## src/rtl/vga_pixel_prefetch_if.sv

```systemverilog
// Pixel/framebuffer bus between the prefetcher (master) and its
// surroundings: timing generator requests and framebuffer read port.
interface vga_pixel_prefetch_if #(
   parameter int ADDR_W = 19
);
   logic              frame_start;
   logic              pix_req;
   logic [3:0]        pix_r;
   logic [3:0]        pix_g;
   logic [3:0]        pix_b;
   logic              pix_valid;
   logic              fb_rd_en;
   logic [ADDR_W-1:0] fb_rd_addr;
   logic [11:0]       fb_rd_data;
   logic              underflow;

   modport master (
      input  frame_start, pix_req, fb_rd_data,
      output pix_r, pix_g, pix_b, pix_valid, fb_rd_en, fb_rd_addr, underflow
   );

   modport slave (
      output frame_start, pix_req, fb_rd_data,
      input  pix_r, pix_g, pix_b, pix_valid, fb_rd_en, fb_rd_addr, underflow
   );
endinterface

```

## src/rtl/vga_pixel_prefetch.sv

```systemverilog
// Framebuffer read-ahead for the VGA timing generator: credit-limited reads
// fill a small pixel FIFO that is popped once per pixel request.
//
// state   | meaning
// --------+-----------------------------------------------------------
// S_IDLE  | after reset; no reads until the first frame start
// S_FETCH | issuing reads whenever FIFO + in-flight leaves a free slot
// S_DONE  | last address of the frame issued; FIFO drains, no reads
module vga_pixel_prefetch #(
   parameter int H_VISIBLE_AREA = 800,
   parameter int V_VISIBLE_AREA = 600,
   parameter int FIFO_DEPTH     = 16,
   parameter int RD_LATENCY     = 2,
   parameter int ADDR_W         = 19
) (
   input  logic                 vga_clk_i,
   input  logic                 reset_i,
   vga_pixel_prefetch_if.master bus
);

   localparam int PTR_W  = $clog2(FIFO_DEPTH);
   localparam int CNT_W  = PTR_W + 1;
   localparam int PIXELS = H_VISIBLE_AREA * V_VISIBLE_AREA;
   localparam logic [ADDR_W-1:0] LAST_ADDR = ADDR_W'(PIXELS - 1);
   localparam logic [CNT_W:0]    CREDITS   = (CNT_W+1)'(FIFO_DEPTH);

   typedef enum logic [1:0] {
      S_IDLE  = 2'd0,
      S_FETCH = 2'd1,
      S_DONE  = 2'd2
   } state_t;

   state_t                state_q;
   logic [ADDR_W-1:0]     addr_q;
   logic [RD_LATENCY-1:0] inflight_q;
   logic [RD_LATENCY-1:0] inflight_d;
   logic [11:0]           mem_q [FIFO_DEPTH];
   logic [PTR_W-1:0]      wr_ptr_q;
   logic [PTR_W-1:0]      rd_ptr_q;
   logic [CNT_W-1:0]      count_q;
   logic [CNT_W-1:0]      count_d;
   logic [11:0]           pix_rgb_q;
   logic                  pix_valid_q;
   logic                  underflow_q;

   logic                  frame_start;
   logic                  pix_req;
   logic [CNT_W-1:0]      inflight_cnt;
   logic [CNT_W:0]        credit_used;
   logic                  credit_ok;
   logic                  rd_en;
   logic                  fifo_wr;
   logic                  fifo_pop;
   logic                  fifo_empty;

   assign frame_start = bus.frame_start;
   assign pix_req     = bus.pix_req;
   assign fifo_empty  = (count_q == '0);

   // Reads already issued but not yet returned still own a FIFO slot.
   always_comb begin
      inflight_cnt = '0;
      for (int i = 0; i < RD_LATENCY; i++) begin
         inflight_cnt = inflight_cnt + CNT_W'(inflight_q[i]);
      end
   end

   assign credit_used = {1'b0, count_q} + {1'b0, inflight_cnt};
   assign credit_ok   = (credit_used < CREDITS);

   // A frame start cycle never reads, never writes and never pops.
   always_comb begin
      rd_en      = (state_q == S_FETCH) && credit_ok && !frame_start && !reset_i;
      fifo_wr    = inflight_q[RD_LATENCY-1] && !frame_start;
      fifo_pop   = pix_req && !fifo_empty && !frame_start;
      inflight_d = (inflight_q << 1) | RD_LATENCY'(rd_en);
      count_d    = count_q + CNT_W'(fifo_wr) - CNT_W'(fifo_pop);
   end

   always_ff @(posedge vga_clk_i) begin
      if (reset_i) begin
         state_q     <= S_IDLE;
         addr_q      <= '0;
         inflight_q  <= '0;
         wr_ptr_q    <= '0;
         rd_ptr_q    <= '0;
         count_q     <= '0;
         pix_rgb_q   <= '0;
         pix_valid_q <= 1'b0;
         underflow_q <= 1'b0;
      end else begin
         pix_valid_q <= fifo_pop;
         pix_rgb_q   <= fifo_pop ? mem_q[rd_ptr_q] : 12'h000;

         if (frame_start) begin
            // Returns from reads of the old frame are dropped by clearing
            // the in-flight tracker along with the FIFO.
            state_q     <= S_FETCH;
            addr_q      <= '0;
            inflight_q  <= '0;
            wr_ptr_q    <= '0;
            rd_ptr_q    <= '0;
            count_q     <= '0;
            underflow_q <= 1'b0;
         end else begin
            inflight_q <= inflight_d;
            count_q    <= count_d;

            if (fifo_wr) begin
               mem_q[wr_ptr_q] <= bus.fb_rd_data;
               wr_ptr_q        <= wr_ptr_q + 1'b1;
            end

            if (fifo_pop) begin
               rd_ptr_q <= rd_ptr_q + 1'b1;
            end

            // No bypass: a request against an empty FIFO is an underflow even
            // if a pixel is being written in the same cycle.
            if (pix_req && fifo_empty) begin
               underflow_q <= 1'b1;
            end

            case (state_q)
               S_FETCH: begin
                  if (rd_en) begin
                     if (addr_q == LAST_ADDR) begin
                        state_q <= S_DONE;
                     end else begin
                        addr_q <= addr_q + 1'b1;
                     end
                  end
               end
               S_DONE:  state_q <= S_DONE;
               default: state_q <= S_IDLE;
            endcase
         end
      end
   end

   assign bus.fb_rd_en   = rd_en;
   assign bus.fb_rd_addr = addr_q;
   assign bus.pix_r      = pix_rgb_q[11:8];
   assign bus.pix_g      = pix_rgb_q[7:4];
   assign bus.pix_b      = pix_rgb_q[3:0];
   assign bus.pix_valid  = pix_valid_q;
   assign bus.underflow  = underflow_q;

endmodule

```

## src/flat_wrapper.sv

```systemverilog
// flat-port wrapper written by rule: the top's interface ports become plain ports
module vga_pixel_prefetch_flat 
#(
   parameter int H_VISIBLE_AREA = 800,
   parameter int V_VISIBLE_AREA = 600,
   parameter int FIFO_DEPTH     = 16,
   parameter int RD_LATENCY     = 2,
   parameter int ADDR_W         = 19
)
  (vga_clk_i, reset_i, bus_frame_start, bus_pix_req, bus_fb_rd_data, bus_pix_r, bus_pix_g, bus_pix_b, bus_pix_valid, bus_fb_rd_en, bus_fb_rd_addr, bus_underflow);
  vga_pixel_prefetch_if #(.ADDR_W(ADDR_W)) bus_i ();
  input  logic vga_clk_i;
  input  logic reset_i;
  input wire logic [$bits(bus_i.frame_start)-1:0] bus_frame_start;
  input wire logic [$bits(bus_i.pix_req)-1:0] bus_pix_req;
  input wire logic [$bits(bus_i.fb_rd_data)-1:0] bus_fb_rd_data;
  output wire logic [$bits(bus_i.pix_r)-1:0] bus_pix_r;
  output wire logic [$bits(bus_i.pix_g)-1:0] bus_pix_g;
  output wire logic [$bits(bus_i.pix_b)-1:0] bus_pix_b;
  output wire logic [$bits(bus_i.pix_valid)-1:0] bus_pix_valid;
  output wire logic [$bits(bus_i.fb_rd_en)-1:0] bus_fb_rd_en;
  output wire logic [$bits(bus_i.fb_rd_addr)-1:0] bus_fb_rd_addr;
  output wire logic [$bits(bus_i.underflow)-1:0] bus_underflow;
  assign bus_i.frame_start = bus_frame_start;
  assign bus_i.pix_req = bus_pix_req;
  assign bus_i.fb_rd_data = bus_fb_rd_data;
  assign bus_pix_r = bus_i.pix_r;
  assign bus_pix_g = bus_i.pix_g;
  assign bus_pix_b = bus_i.pix_b;
  assign bus_pix_valid = bus_i.pix_valid;
  assign bus_fb_rd_en = bus_i.fb_rd_en;
  assign bus_fb_rd_addr = bus_i.fb_rd_addr;
  assign bus_underflow = bus_i.underflow;
  vga_pixel_prefetch #(.H_VISIBLE_AREA(H_VISIBLE_AREA), .V_VISIBLE_AREA(V_VISIBLE_AREA), .FIFO_DEPTH(FIFO_DEPTH), .RD_LATENCY(RD_LATENCY), .ADDR_W(ADDR_W)) u_core (.vga_clk_i(vga_clk_i), .reset_i(reset_i), .bus(bus_i));
endmodule
```

## config.mk

```make
export PLATFORM = sky130hd
export DESIGN_NAME = vga_pixel_prefetch_flat
export DESIGN_NICKNAME = d
export VERILOG_FILES = /design/src/rtl/vga_pixel_prefetch_if.sv /design/src/rtl/vga_pixel_prefetch.sv /design/src/flat_wrapper.sv
export SDC_FILE = /design/constraint.sdc
export NUM_CORES = 1
export LEC_CHECK = 0
export CORE_MARGIN = 2
export CORE_UTILIZATION = 40
export CTS_BUF_LIST = sky130_fd_sc_hd__clkbuf_4
export DETAILED_ROUTE_END_ITERATION = 10
export DONT_BUFFER_PORTS = 1
export PLACE_DENSITY = 0.6
export SLEW_MARGIN = 20
export SYNTH_ARGS = -nofsm -noshare
export SYNTH_HDL_FRONTEND = slang
export SYNTH_SLANG_ARGS = --single-unit
export TNS_END_PERCENT = 30
```

## constraint.sdc

```tcl
create_clock -name vga_clk_i -period 3.6 [get_ports vga_clk_i]
set_clock_uncertainty 0.2 [all_clocks]
set_input_delay 0.18 -clock vga_clk_i [delete_from_list [all_inputs] [get_ports vga_clk_i]]
set_output_delay 0.18 -clock vga_clk_i [all_outputs]
set_load 0.05 [all_outputs]
```

=== Word level (Yosys, flattened, before mapping) ===
Memory sizes are Yosys's and may differ from the RTL's. A register that Yosys moved wholly into a read port is not among the register bits.
Cells that the tools add are included.

* Memories kept: 1
* Register bits: 38
* Logic and storage cells: 52
* Memory bits (writable): 192
* Bits of input ports: 16

* Bitwise operators: 3
* Mux-type cells: 8
* Equality and inequality tests: 7
* Add/subtract/negate cells: 7
* Reduce and logical (&&, ||, !) cells: 16
* $lt $le $gt $ge: 1

{| class="wikitable"
|+ Memories
! name !! words !! width !! rd ports !! clocked after Yosys merged registers in !! write ports !! RTL line !! text
|-
| u_core.mem_q || 16 || 12 || 1 || 1 || 1 || vga_pixel_prefetch.sv:37 || <nowiki>logic [11:0] mem_q [FIFO_DEPTH];</nowiki>
|}

{| class="wikitable"
|+ Operator list
! operator !! count
|-
| adder 19 x 1 -> 19 bit (second input constant) || 1
|-
| == test 19 bit (second input constant) || 1
|-
| adder 4 x 1 -> 4 bit (second input constant) || 2
|-
| logical AND 1 bit || 7
|-
| adder 5 x 5 -> 6 bit || 1
|-
| < comparator 6 x 5 -> 1 bit (second input constant) || 1
|-
| != test 3 bit (second input constant) || 2
|-
| adder 5 x 1 -> 5 bit || 1
|-
| logical NOT 5 bit || 1
|-
| 2-to-1 mux 1 bit || 5
|-
| subtractor 5 x 1 -> 5 bit || 1
|-
| 2-to-1 mux 2 bit || 2
|-
| != test 2 bit (second input constant) || 2
|-
| case mux 2 bit (2 select lines) || 1
|-
| AND reduction 2 bit || 2
|-
| OR reduction 2 bit || 2
|-
| logical NOT 1 bit || 3
|-
| AND reduction 3 bit || 1
|-
| adder 1 x 1 -> 2 bit || 1
|-
| == test 2 x 1 -> 1 bit (second input constant) || 1
|-
| == test 2 bit (second input constant) || 1
|-
| inverter 1 bit || 2
|-
| bitwise OR 2 x 1 -> 2 bit || 1
|}

=== Depth between registers and ports, before layout ===
* Depth in word-level cells: 9
* Mapped depth: 14

=== Worst setup path before layout ===
No wires, ideal clock.

* Path type: reg-to-reg
* Start point: reg u_core.inflight_q[0]
* End point: reg u_core.addr_q[2], in the netlist u_core.bus.fb_rd_addr[2]
* Arrival: 2.355 ns
* Setup time: 0.150 ns
* Cell stages (with the launch flop): 10
* Slack: 0.896 ns
* Path buffers: 1
* Data required time: 3.250 ns
* Period minus slack after synthesis: 2.704 ns
* Cell sequence: dfxtp_1 -> ha_1 -> ha_1 -> a31o_2 -> and4_1 -> o211ai_1 -> buf_2 -> inv_1 -> and3_4 -> mux2i_1

* Word-level cells in the longest chain between the ends: 7

{| class="wikitable"
|+ RTL lines
! item !! RTL line !! text
|-
| from (decl) || vga_pixel_prefetch.sv:35 || <nowiki>logic [RD_LATENCY-1:0] inflight_q;</nowiki>
|-
| from (signal assigned) || vga_pixel_prefetch.sv:106 || <nowiki>inflight_q <= inflight_d;</nowiki>
|-
| adder 1 x 1 -> 2 bit || vga_pixel_prefetch.sv:64 || <nowiki>inflight_cnt = inflight_cnt + CNT_W'(inflight_q[i]);</nowiki>
|-
| adder 5 x 5 -> 6 bit || vga_pixel_prefetch.sv:68 || <nowiki>assign credit_used = {1'b0, count_q} + {1'b0, inflight_cnt};</nowiki>
|-
| < comparator 6 x 5 -> 1 bit || vga_pixel_prefetch.sv:69 || <nowiki>assign credit_ok = (credit_used < CREDITS);</nowiki>
|-
| logical AND 1 bit (3 in a row) || vga_pixel_prefetch.sv:73 || <nowiki>rd_en = (state_q == S_FETCH) && credit_ok && !frame_start && !reset_i;</nowiki>
|-
| named net bus_fb_rd_en || flat_wrapper.sv:21 || <nowiki>output wire logic [$bits(bus_i.fb_rd_en)-1:0] bus_fb_rd_en;</nowiki>
|-
| AND reduction 3 bit (no line) || - ||
|-
| to (signal assigned) || vga_pixel_prefetch.sv:130 || <nowiki>addr_q <= addr_q + 1'b1;</nowiki>
|-
| to (decl) || vga_pixel_prefetch.sv:34 || <nowiki>logic [ADDR_W-1:0] addr_q;</nowiki>
|}

The timed path passes the listed nets, and every way through them passes these cells.
A chain may end at the register's enable or synchronous reset.

=== Worst setup path in the final report ===
* Start point: reg u_core.inflight_q[1]
* End point: out bus_fb_rd_en

* Word-level cells in the longest chain between the ends: 6

{| class="wikitable"
|+ RTL lines
! item !! RTL line
|-
| adder 1 x 1 -> 2 bit || vga_pixel_prefetch.sv:64
|-
| adder 5 x 5 -> 6 bit || vga_pixel_prefetch.sv:68
|-
| < comparator 6 x 5 -> 1 bit || vga_pixel_prefetch.sv:69
|-
| logical AND 1 bit (3 in a row) || vga_pixel_prefetch.sv:73
|-
| to (decl) || flat_wrapper.sv:21
|}

Every way passes these cells.

==> flow_summary.json <==
{
  "run_status": "complete, no violations",
  "ff_latch_area_sq_um": 6770,
  "multi_input_area_sq_um": 2700,
  "clk_pin_slew_ps": 60,
  "area_growth_pct": 15.3,
  "globalRoute.totalOverflow": 0,
  "clock_sink_count": 242,
  "fin_setup_tns_ps": 0,
  "p_leak_nw": 3.58,
  "antenna_found_initial": 1,
  "tightest_slew_ps": 929,
  "post-route-drc-count": 0,
  "core_area_sq_um": 23600,
  "drtPass1Iterations": 5,
  "drive_above_1_share_pct": 27.1,
  "drt-initial-drc-count": 329,
  "maxSlewViolCount": 0,
  "ant_nets": 0,
  "hold_path_depth": 3,
  "yosys.area.top_type": "edfxtp_1",
  "synth_cell_types": 49,
  "ios": 50,
  "start_util_pct": 40.9,
  "fmax_mhz": 313,
  "yosysWarnings": 0,
  "setup_viol": 0,
  "vdd_drop_max_mv": 0.204,
  "yosysTopAreaCellShare_pct": 59.7,
  "finalWorstSetupSlack_ps": 402,
  "worstPathRequired_ps": 3220,
  "critPathCaptureType": "output pin",
  "cts_resized": 0,
  "numCtsBuffers": 61,
  "root_buffer": "clkbuf_4",
  "min_path_type": "input pin to register",
  "whs_ps": 114,
  "vias": 5387,
  "grt_pass1_vias": 5709,
  "rsz0062_at_grt": "false",
  "dp_hpwl_mm": 12.7,
  "use_met1_pct": 21.4,
  "htree_levels": 2,
  "clockBufferDepth": 3,
  "grtUsageTotal_pct": 16.3,
  "synth_fp_nets": 604,
  "die_area_sq_um": 25400,
  "fp.dieW_um": 159,
  "antenna_cells": 0,
  "worstSetupStartpointType": "register",
  "grt_first_pass_wirelength_mm": 32.1,
  "cts_tree": "done",
  "wl_mm": 20.5,
  "reg2reg_depth": 6,
  "p_per_area_nw_per_um2": 498,
  "critical_path_class": "register to output pin",
  "rows": 56,
  "syn_area_per_cell_sq_um": 17.0,
  "ys_top_cells_by_area": "edfxtp_1 (60%), mux4_2 (11%), dfxtp_1 (10%), ha_1 (2.2%), a211oi_1 (1.9%)",
  "nNetsFinal": 686,
  "wl_per_cell_um": 20.2,
  "fillers": 2069,
  "clock_latency_ps": 670,
  "ys_seq_elements": 242,
  "dieHeight_um": 159,
  "cts_setup_buffers": 0,
  "busiest_layer": "met2",
  "numPortBuffers": 0,
  "ys_seq_area_share_pct": 70.0,
  "grt_max_degree": 35,
  "cp_max_fo": 27,
  "grtUsageMet3_pct": 4.40,
  "grt_util_met2_pct": 26.8,
  "netlist_instances": 570,
  "utilization_pct": 47.2,
  "syn_area_sq_um": 9660,
  "period_minus_slack_ps": 3200,
  "post_dp_cell_area_sq_um": 10200,
  "relSlewSlack_pct": 37.8,
  "avgViaCountPerCell": 5.30,
  "final_cell_mix": "edfxtp_1 (192), clkbuf_4 (94), mux4_2 (48)",
  "timing.final.crit_share_pct": 88.8,
  "gp_congestion": 0.789,
  "final_common_cell": "edfxtp_1",
  "cap_violations": 0,
  "dpl_worst_slack_ps": 641,
  "arrival_ps": 2820,
  "design_area_sq_um": 11100,
  "finalHoldViolations": 0
}
flip-flops by register name, summed over array words and instances, names as in the netlist, 2 cells and up:
signal                 flops
u_core.pix_rgb_q          12
u_core.count_q             5
u_core.rd_ptr_q            4
u_core.inflight_q          2
u_core.state_q             2
u_core.wr_ptr_q            4
u_core.bus.fb_rd_addr     19
u_core.mem_q             192
power by group:
| group | leakage (nW) | switching [mW] | internal (mW) |
|---|---|---|---|
| Sequential | 2.13 | 0.0326 | 3.02 |
| Clock | 0.478 | 1.07 | 1.26 |
| Combinational | 0.974 | 0.0937 | 0.0760 |
through the flow:
stage,cells,power (mW)
after CTS,1017,5.63
final,1017,5.55
after floorplan,570,3.21
after global placement,892,3.24
after global routing,1017,5.79
after detailed placement,892,3.24
Yosys cell counts, drive strengths merged:
cell,number
o31ai,12
nor2b,13
mux4,48
o311ai,1
edfxtp,192
mux2,1
or3b,1
nand2b,1
fa,1
or2,2
and3,2
a31o,1
a21o,2
o41ai,1
and4,1
nand4,8
a21oi,21
nand2,15
nor3,2
buf,15
ha,17
dfxtp,50
clkbuf,13
mux2i,15
and2,3
or4b,1
xor2,5
or4,10
a211oi,24
o211ai,6
nor4b,1
nand3,7
nor2,38
o21ai,8
o2111ai,2
inv,17
xnor2,2
nand3b,1
or3,10
kinds of logic (layout without fill, tap and decap cells):
kind of cell | Yosys count | in the layout | share of synthesized area [%]
flip-flops | 242 | 242 | 70.0
AND/OR/NAND/NOR | 116 | 116 | 6.64
AO/OA/AOI/OAI | 78 | 78 | 5.37
multiplexers | 64 | 64 | 12.9
buffers and inverters | 45 | 173 | 2.06
adder cells (fa/ha/maj) | 18 | 18 | 2.41
XOR/XNOR | 7 | 7 | 0.634
area by class of cell:
class | count | share of cell area [%]
Sequential cell | 242 | 60.8
Multi-Input combinational cell | 283 | 24.2
Clock buffer | 94 | 6.33
Timing Repair Buffer | 47 | 3.64
Tap cell | 319 | 3.58
Clock inverter | 15 | 0.865
Inverter | 17 | 0.573
metal layers:
metal | share of wire, % | routed length, um
met3 | 6.8 | 1400
met2 | 49 | 10100
met1 | 42 | 8710
met4 | 1.2 | 242
met5 | 0.054 | 11
worst max-delay path, stage by stage (launching register included):
cell,delay [ps]
dfxtp_1,500
ha_1,210
ha_1,220
a31o_2,240
a21oi_1,230
o211ai_1,130
buf_4,220
inv_1,400
path summary, 6_finish.rpt:
kind	startpoint	end	slack (ps)
max	u_core.inflight_q[1]	bus_fb_rd_en	400
min	bus_pix_req	u_core.bus.underflow	110
max reg2reg	u_core.bus.fb_rd_addr[12]	u_core.state_q[0]	500
min reg2reg	u_core.inflight_q[0]	u_core.inflight_q[1]	260
repair_timing:
item	4_1_cts	5_1_grt
endpoints found under the hold margin	301	0
setup endpoints to repair	0	0
hold buffers	16	0
No activity file was read; power rests on OpenSTA's default activity.
